--- src/rtl/stream_pkg.sv ---
// Shared helpers for stream_merge: channel-index width and the round-robin requester search.
package stream_pkg;

  localparam int MAX_IN   = 8;
  localparam int MAX_CH_W = 3;

  function automatic int ch_width(input int n);
    return (n > 1) ? $clog2(n) : 1;
  endfunction

  // Returns {found, index} of the first set bit of req after ptr, in cyclic order over n channels.
  function automatic logic [MAX_CH_W:0] rr_pick(input logic [MAX_IN-1:0] req, input int ptr,
                                                input int n);
    logic [MAX_CH_W:0]   res;
    logic [MAX_CH_W-1:0] sel;
    int                  idx;
    res = '0;
    for (int k = MAX_IN; k >= 1; k--) begin
      if (k <= n) begin
        idx = (ptr + k) % n;
        sel = idx[MAX_CH_W-1:0];
        if (req[sel]) res = {1'b1, sel};
      end
    end
    return res;
  endfunction

endpackage

--- src/rtl/stream_fifo.sv ---
// Per-channel circular-buffer FIFO with registered occupancy; head is presented combinationally.
module stream_fifo #(
  parameter  int WIDTH = 8,
  parameter  int DEPTH = 16,
  localparam int AW    = $clog2(DEPTH),
  localparam int LW    = $clog2(DEPTH) + 1
) (
  input  logic             clk,
  input  logic             reset,
  input  logic             push,
  input  logic [WIDTH-1:0] wr_data,
  input  logic             pop,
  output logic [WIDTH-1:0] rd_data,
  output logic             full,
  output logic             empty,
  output logic [LW-1:0]    level
);

  logic [WIDTH-1:0] mem [DEPTH];
  logic [AW-1:0]    wr_ptr;
  logic [AW-1:0]    rd_ptr;
  logic             do_push;
  logic             do_pop;

  assign full    = (level == LW'(DEPTH));
  assign empty   = (level == '0);
  assign do_push = push && !full;
  assign do_pop  = pop && !empty;
  assign rd_data = mem[rd_ptr];

  always_ff @(posedge clk or posedge reset) begin
    if (reset) begin
      wr_ptr <= '0;
      rd_ptr <= '0;
      level  <= '0;
    end else begin
      if (do_push) wr_ptr <= wr_ptr + 1'b1;
      if (do_pop)  rd_ptr <= rd_ptr + 1'b1;
      if (do_push && !do_pop)      level <= level + 1'b1;
      else if (!do_push && do_pop) level <= level - 1'b1;
    end
  end

  // Storage is not reset: pointer reset already makes old contents unreachable.
  always_ff @(posedge clk) begin
    if (do_push) mem[wr_ptr] <= wr_data;
  end

endmodule

--- src/rtl/stream_merge.sv ---
// N-to-1 ready/valid byte merger: private FIFO per input, round-robin drain into one output register.
// A byte accepted into an empty FIFO at edge t is presented on out_valid after edge t+1.
module stream_merge
  import stream_pkg::*;
#(
  parameter  int NUM_IN = 2,
  parameter  int WIDTH  = 8,
  parameter  int DEPTH  = 16,
  parameter  int CH_W   = ch_width(NUM_IN),
  localparam int LW     = $clog2(DEPTH) + 1
) (
  input  logic                    clk,
  input  logic                    reset,
  input  logic [NUM_IN-1:0]       in_enable,
  input  logic [NUM_IN-1:0]       in_valid,
  output logic [NUM_IN-1:0]       in_ready,
  input  logic [NUM_IN*WIDTH-1:0] in_byte,
  input  logic                    out_ready,
  output logic                    out_valid,
  output logic [WIDTH-1:0]        out_byte,
  output logic [CH_W-1:0]         out_channel,
  output logic [NUM_IN*LW-1:0]    fifo_level
);

  logic [NUM_IN-1:0] full;
  logic [NUM_IN-1:0] empty;
  logic [NUM_IN-1:0] push;
  logic [NUM_IN-1:0] pop;
  logic [WIDTH-1:0]  head [NUM_IN];

  logic [MAX_IN-1:0] req;
  logic [MAX_CH_W:0] pick;
  logic              load;
  logic              grant;
  logic [CH_W-1:0]   grant_ch;

  logic              vld_p0;
  logic [WIDTH-1:0]  byte_p0;
  logic [CH_W-1:0]   ch_p0;
  logic [CH_W-1:0]   rr_ptr;

  for (genvar i = 0; i < NUM_IN; i++) begin : g_ch
    // Muted channels always accept and drop; ready never looks at valid.
    assign in_ready[i] = !reset && (!in_enable[i] || !full[i]);
    assign push[i]     = in_valid[i] && in_ready[i] && in_enable[i];

    stream_fifo #(
      .WIDTH(WIDTH),
      .DEPTH(DEPTH)
    ) u_fifo (
      .clk    (clk),
      .reset  (reset),
      .push   (push[i]),
      .wr_data(in_byte[i*WIDTH +: WIDTH]),
      .pop    (pop[i]),
      .rd_data(head[i]),
      .full   (full[i]),
      .empty  (empty[i]),
      .level  (fifo_level[i*LW +: LW])
    );
  end

  always_comb begin
    req               = '0;
    req[NUM_IN-1:0]   = ~empty;
    pick              = rr_pick(req, int'(rr_ptr), NUM_IN);
    load              = !vld_p0 || out_ready;
    grant             = load && pick[MAX_CH_W];
    grant_ch          = CH_W'(pick[MAX_CH_W-1:0]);
    pop               = '0;
    if (grant) pop[grant_ch] = 1'b1;
  end

  // Stage p0: output register, refilled whenever empty or consumed.
  always_ff @(posedge clk or posedge reset) begin
    if (reset) begin
      vld_p0  <= 1'b0;
      byte_p0 <= '0;
      ch_p0   <= '0;
      rr_ptr  <= CH_W'(NUM_IN - 1);
    end else if (load) begin
      vld_p0 <= grant;
      if (grant) begin
        byte_p0 <= head[grant_ch];
        ch_p0   <= grant_ch;
        rr_ptr  <= grant_ch;
      end
    end
  end

  assign out_valid   = vld_p0;
  assign out_byte    = byte_p0;
  assign out_channel = ch_p0;

endmodule
--- config.mk ---
export PLATFORM = sky130hd
export DESIGN_NAME = stream_merge
export DESIGN_NICKNAME = d
export VERILOG_FILES = /design/src/rtl/stream_pkg.sv /design/src/rtl/stream_fifo.sv /design/src/rtl/stream_merge.sv
export SDC_FILE = /design/constraint.sdc
export NUM_CORES = 1
export LEC_CHECK = 0
export CAP_MARGIN = 30
export CORE_MARGIN = 4
export CORE_UTILIZATION = 45
export CTS_BUF_LIST = sky130_fd_sc_hd__clkbuf_8
export DETAILED_ROUTE_END_ITERATION = 12
export PLACE_DENSITY_LB_ADDON = 0.15
export SLEW_MARGIN = 20
export SYNTH_ARGS = -nofsm -noshare
export SYNTH_HDL_FRONTEND = slang
export SYNTH_SLANG_ARGS = --single-unit
--- constraint.sdc ---
create_clock -name clk -period 4.4 [get_ports clk]
set_input_delay 0.44 -clock clk [delete_from_list [all_inputs] [get_ports clk]]
set_output_delay 0.44 -clock clk [all_outputs]
set_load 0.02 [all_outputs]
==> results of run 1 <==
[critical path, cell delays in order (launching register included)]
cell	delay (ns)
dfrtp_1	0.46
or4_1	0.60
o21ai_0	0.17
and2_1	0.43
inv_2	0.20
ha_1	0.29
inv_1	0.11
ha_1	0.27
nor2b_1	0.15
o21a_1	0.17
or3_1	0.30
a21oi_1	0.18
xnor2_1	0.13
[per-layer routing]
metal / wire (microns) / up-vias
met5: 0 / -
met1: 9350 / 3036
li1: - / 2634
met2: 12300 / 118
met3: 935 / 34
met4: 412 / 0
[synth_stat cells, types with 4 or more instances]
cell type	count
xor2_1	5
mux2_2	7
buf_4	4
a31oi_1	5
edfxtp_1	256
dfrtp_1	36
mux2i_1	18
nand3_1	6
nand2_1	25
ha_1	18
nor2_1	8
xnor2_1	16
a21o_1	4
a221oi_1	6
a22oi_1	6
o21ai_0	11
nand4_1	4
and2_1	35
a21oi_1	8
and3_1	5
buf_6	5
inv_1	11
mux4_1	12
nor2b_1	4
clkbuf_1	8
mux4_2	51
[cell families after synthesis]
group	after synthesis	synth area share, %
AO/OA/AOI/OAI	51	3.08
multiplexers	88	14.4
adder cells (fa/ha/maj)	20	2.22
buffers and inverters	39	1.94
AND/OR/NAND/NOR	103	4.73
XOR/XNOR	21	1.54
flip-flops	293	72.1
[stage by stage]
stage	area (sq um)	setup slack, ns
global route	13700	0.562
global placement	12700	0.930
detailed placement	12700	0.857
floorplan	12000	1.37
CTS	13700	0.828
finish	13700	0.847
[how the worst max path moves through the flow]
| stage | from | to | slack (ns) | cells past startpoint |
|---|---|---|---|---|
| 3_3_place_gp | g_ch[0].u_fifo.level[1] | g_ch[1].u_fifo.level[4] | 0.93 | 12 |
| 2_1_floorplan | g_ch[0].u_fifo.level[1] | g_ch[0].u_fifo.level[4] | 1.37 | 11 |
| 3_5_place_dp | g_ch[0].u_fifo.level[0] | g_ch[1].u_fifo.level[4] | 0.86 | 12 |
| 5_1_grt | g_ch[0].u_fifo.level[0] | g_ch[1].u_fifo.level[4] | 0.56 | 12 |
| 6_report | g_ch[0].u_fifo.level[0] | g_ch[1].u_fifo.level[4] | 0.85 | 12 |
| 4_1_cts | g_ch[0].u_fifo.level[0] | g_ch[1].u_fifo.level[4] | 0.83 | 12 |
[area by class of cell]
type / count / area, sq um
clock buffer: 55 / 757
sequential: 293 / 8620
multi-input combinational: 283 / 3110
inverter: 13 / 48.8
clock inverter: 31 / 178
timing repair buffer: 54 / 543
fill: 2108 / 12400
tap: 335 / 419
[flip-flops by register name, indices dropped and copies added, names as in the netlist]
| signal | count |
|---|---|
| out_byte | 8 |
| g_ch.u_fifo.wr_ptr | 8 |
| out_channel | 1 |
| g_ch.u_fifo.level | 10 |
| g_ch.u_fifo.mem | 256 |
| out_valid | 1 |
| g_ch.u_fifo.rd_ptr | 8 |
| rr_ptr | 1 |
[power breakdown]
group	internal, uW	total (uW)	switching (uW)
Clock	1250	2260	1010
Sequential	3260	3620	365
Combinational	1200	2280	1080
Total	5710	8160	2450
==> impl_metrics.json, run 1 <==
{
  "power.ir.vdd_worst_uv": 252,
  "cts.sink_count": 293,
  "grt-ovfl-total": 0,
  "ys_ff_latch": 293,
  "critical_path.max_fanout": 12,
  "detail_route.wl_per_cell_microns": 21.6,
  "final_min_period_over_clock_period_pct": 80.8,
  "cts_tree": "yes",
  "post_route_non_filler_standard_cell_count": 1064,
  "die_w_microns": 171,
  "cp.arrival_ns": 4.01,
  "gr-usage-met2_pct": 28.9,
  "syn_nets": 658,
  "worst_reg2reg_endpoint": "g_ch[1].u_fifo.level[4]",
  "cts.htree.levels": 2,
  "worst_hold_path_type": "in2async",
  "grtUsageTotal_pct": 16.2,
  "grt_max_degree": 25,
  "remaining_drc_errors": 0,
  "clkSlewWorstSetupHoldPaths_ns": 0.06,
  "max_transition_viols_final": 0,
  "r2r_start": "g_ch[0].u_fifo.level[0]",
  "dieArea_sq_mm": 0.0292,
  "final.setup_skew_ns": 0.0127,
  "timing_worst_slew_pin_value_ns": 0.868,
  "post-route-min-period_ns": 3.55,
  "place.gp.congestion": 0.799,
  "p_leak_uw": 0.00472,
  "rsz_0062_raised_after_global_routing": "false",
  "drv_cap": 0,
  "timing.critical_path.required_ns": 4.86,
  "grtUsageMet3_pct": 2.93,
  "clk-insertion-delay-late_ns": 0.54,
  "layout.nets": 736,
  "finalHoldViolations": 0,
  "postCtsResizedCells": 0,
  "ys.flop_type": "edfxtp_1",
  "setup.worst_path.start_class": "register",
  "power.density_mw_per_mm2": 597,
  "slew_headroom_pct": 42.2,
  "core_area_sq_mm": 0.0261,
  "synth.area.top_cells": "edfxtp_1 64%, mux4_2 9.6%, dfrtp_1 7.5%",
  "timing.setup.critical_path_class": "reg2reg",
  "run_status": "complete, no violations",
  "synthesis_to_layout_area_growth_pct": 14.4,
  "synth-edff-count": 256,
  "r2r_cells": 12,
  "postSynthCellCount": 615,
  "synth.lib_cells_used.distinct": 49,
  "synth-seq-area-share_pct": 72.1,
  "first_pass_grt_wire_length_microns": 36300,
  "ys_warn_count": 0,
  "num_vias": 5822,
  "grt_util_met1_pct": 20.7,
  "layout_commonest_cell": "edfxtp_1",
  "end_kind": "register",
  "grt_pass1_vias": 6343,
  "finalCoreUtilization_pct": 52.5,
  "antenna_found_initial": 0,
  "timing.fmax_mhz": 281,
  "detail-route-antenna-nets": 0,
  "synth.cell_area_sq_mm": 0.0120,
  "hold_buffers": 0,
  "synthArstFlopShare_pct": 12.6,
  "dr.pass1.iters": 5,
  "detailedPlacementHpwl_microns": 15400,
  "finalSetupViolations": 0,
  "clk_root_buffer_cell": "clkbuf_8",
  "ctsLongestPathBuffers": 3,
  "top_level_ports": 45,
  "mostFrequentLayoutCells": "256 x edfxtp_1, 55 x clkbuf_8, 51 x mux4_2, 44 x clkdlybuf4s50_1, 35 x and2_1",
  "top_usage_layer": "met2",
  "dieHeight_microns": 171,
  "core.rowCount": 59,
  "post-cts-setup-buffer-count": 0,
  "drtIter0Drc": 452,
  "synth_largest_area_cell": "edfxtp_1",
  "post_drt_via_cell_ratio": 5.47,
  "timing.hold.ws_ns": 0.454,
  "totalPowerFinal_uw": 8160,
  "diodes": 0,
  "post_synth.cell_area_avg_sq_um": 19.4,
  "cts_buffers": 48,
  "synth_largest_type_area_fraction_pct": 64.3,
  "effective_utilization_at_floorplan_pct": 45.9,
  "setup_tns_ns": 0,
  "placedCellCount": 977,
  "rrSetupSlack_ns": 0.85,
  "aggregate_routed_wire_length_microns": 23000,
  "number_of_input_and_output_port_buffers_inserted": 44,
  "drive_gt1_share_pct": 18.8
}
Note: power is estimated with default switching activity, not from simulation.
==> inputs of run 2 (changes only) <==
==> constraint.sdc (replaced) <==
create_clock -name clk -period 3 [get_ports clk]
set_input_delay 0.3 -clock clk [delete_from_list [all_inputs] [get_ports clk]]
set_output_delay 0.3 -clock clk [all_outputs]
set_load 0.02 [all_outputs]
==> run 2 against run 1 <==
Net effect:
- worst setup slack worse by 0.70 ns
- via count hardly changed
- hold slack worse by 0.097 ns
- cell area is 0.13% higher
- routed wire length is 1.4% higher
- sequential cell count stayed put
- critical endpoint unchanged
==> impl_metrics.json, run 2 (same netlist as run 1, synthesis figures left out) <==
{
  "post_drt_via_cell_ratio": 5.42,
  "setup_tns_ns": 0,
  "clkSlewWorstSetupHoldPaths_ns": 0.06,
  "drv_cap": 0,
  "seqCellArea_sq_mm": 0.00862,
  "core_area_sq_mm": 0.0261,
  "cp_cell_instances": "or4_4 > o21ai_2 > and2_4 > inv_2 > ha_1 > inv_2 > ha_1 > nor2b_1 > o21a_1 > or3_1 > a21oi_1 > xnor2_1",
  "mostFrequentLayoutCells": "256 x edfxtp_1, 53 x clkbuf_8, 51 x mux4_2, 44 x clkdlybuf4s50_1, 38 x inv_1",
  "timing.setup.critical_path_class": "reg2reg",
  "synthesis_to_layout_area_growth_pct": 14.5,
  "timing.fmax_mhz": 351,
  "cts_tree": "yes",
  "slowest_stage": "or4_4",
  "detailedPlacementHpwl_microns": 15200,
  "grtUsageTotal_pct": 16.3,
  "dieArea_sq_mm": 0.0292,
  "clk_root_buffer_cell": "clkbuf_8",
  "grt_pass1_vias": 6278,
  "layout_commonest_cell": "edfxtp_1",
  "cts.sink_count": 293,
  "dr.pass1.iters": 5,
  "layout.nets": 745,
  "finalCoreUtilization_pct": 52.5,
  "num_vias": 5824,
  "top_usage_layer": "met2",
  "die_w_microns": 171,
  "power.density_mw_per_mm2": 863,
  "antenna_found_initial": 0,
  "first_pass_grt_wire_length_microns": 36200,
  "finalHoldViolations": 0,
  "aggregate_routed_wire_length_microns": 23300,
  "grtUsageMet3_pct": 3.00,
  "clk-insertion-delay-late_ns": 0.54,
  "place.gp.congestion": 0.789,
  "cts.htree.levels": 2,
  "grt-ovfl-total": 0,
  "cp.arrival_ns": 3.30,
  "multi_input_comb_area_sq_mm": 0.00312,
  "power.ir.vdd_worst_uv": 670,
  "ctsLongestPathBuffers": 3,
  "grt_max_degree": 38,
  "remaining_drc_errors": 0,
  "setup.worst_path.start_class": "register",
  "cts_buffers": 48,
  "grt_util_met1_pct": 20.6,
  "effective_utilization_at_floorplan_pct": 45.9,
  "rsz_0062_raised_after_global_routing": "false",
  "finalSetupViolations": 0,
  "end_kind": "register",
  "run_status": "complete, no violations",
  "timing_worst_slew_pin_value_ns": 0.622,
  "post-cts-setup-buffer-count": 0,
  "critical_path.max_fanout": 4,
  "core.rowCount": 59,
  "p_leak_uw": 0.00477,
  "drive_gt1_share_pct": 19.9,
  "top_level_ports": 45,
  "final_min_period_over_clock_period_pct": 95.1,
  "detail-route-antenna-nets": 0,
  "detail_route.wl_per_cell_microns": 21.7,
  "gr-usage-met2_pct": 28.9,
  "critical-path-max-stage-delay_ns": 0.55,
  "max_transition_viols_final": 0,
  "slew_headroom_pct": 58.5,
  "diodes": 0,
  "final.setup_skew_ns": 0.0169,
  "layout.filler_cells": 2087,
  "post-route-min-period_ns": 2.85,
  "largest_register": "g_ch.u_fifo.mem",
  "number_of_flip_flops_in_the_largest_register": 256,
  "dieHeight_microns": 171,
  "number_of_input_and_output_port_buffers_inserted": 44,
  "hold_buffers": 0,
  "worst_hold_path_type": "in2async",
  "registers_with_the_most_flip_flops": "g_ch.u_fifo.mem (256), g_ch.u_fifo.level (10)",
  "timing.critical_path.required_ns": 3.45,
  "drtIter0Drc": 453
}
[run 2: cell count changes in the layout (fill, tap and decap cells not counted), sizes merged]
cell,delta
buf,+9
inv,+8
bufinv,-2
clkbuf,-2
clkinv,-1
clkinvlp,-1
[run 2: cell type report]
cell class	count	area share [%]
sequential	293	63.0
inverter	13	0.357
timing repair buffer	63	4.44
multi-input combinational	283	22.8
clock buffer	53	5.33
tap	335	3.06
clock inverter	35	0.997
[run 2: routing by layer]
| metal | routed length (microns) | up-vias |
|---|---|---|
| met5 | 0 | - |
| met4 | 499 | 0 |
| met3 | 855 | 47 |
| met2 | 12300 | 109 |
| met1 | 9690 | 3011 |
| li1 | - | 2657 |
[run 2: worst paths after layout]
check	endpoint	depth (start not counted)	slack, ns	from
hold reg to reg	rr_ptr	2	0.48	rr_ptr
setup / recovery	g_ch[1].u_fifo.level[4]	12	0.15	g_ch[0].u_fifo.level[1]
hold / removal	g_ch[0].u_fifo.rd_ptr[3]	3	0.36	reset
max in group asynchronous	g_ch[0].u_fifo.rd_ptr[0]	3	2.27	reset
min in group clk	out_valid	3	0.47	out_ready
setup reg to reg	g_ch[1].u_fifo.level[4]	12	0.15	g_ch[0].u_fifo.level[1]
[run 2: power breakdown]
group | leakage (uW) | internal (uW) | switching [uW]
Clock | 0.000551 | 1610 | 1450
Combinational | 0.00148 | 1830 | 1750
Sequential | 0.00274 | 4780 | 391
[run 2: critical path: cells and delay by family (launching register included)]
| family | cells | cell delay (ns) |
|---|---|---|
| simple gates | 4 | 1.15 |
| xor+xnor | 1 | 0.13 |
| flops | 1 | 0.40 |
| compound gates | 3 | 0.48 |
| fa+ha+maj | 2 | 0.49 |
| buf+inv | 2 | 0.13 |
[run 2: what timing repair did]
item                       4_1_cts  5_1_grt
resized for setup                1        5
setup endpoints to repair        1        2
cloned                           0        0
[run 2: per-stage QoR]
step                instance area, sq um  worst slack, ns  hold slack [ns]  total power (uW)  std cells
CTS                                13700           0.0208            0.336             12000       1075
detailed placement                 12800          0.00131            0.466              8850        987
floorplan                          12000           0.0297            0.399              7740        615
global placement                   12800           0.0716            0.461              8750        987
finish                             13700            0.148            0.356             11800       1075
global route                       13700           0.0104            0.421             12500       1075
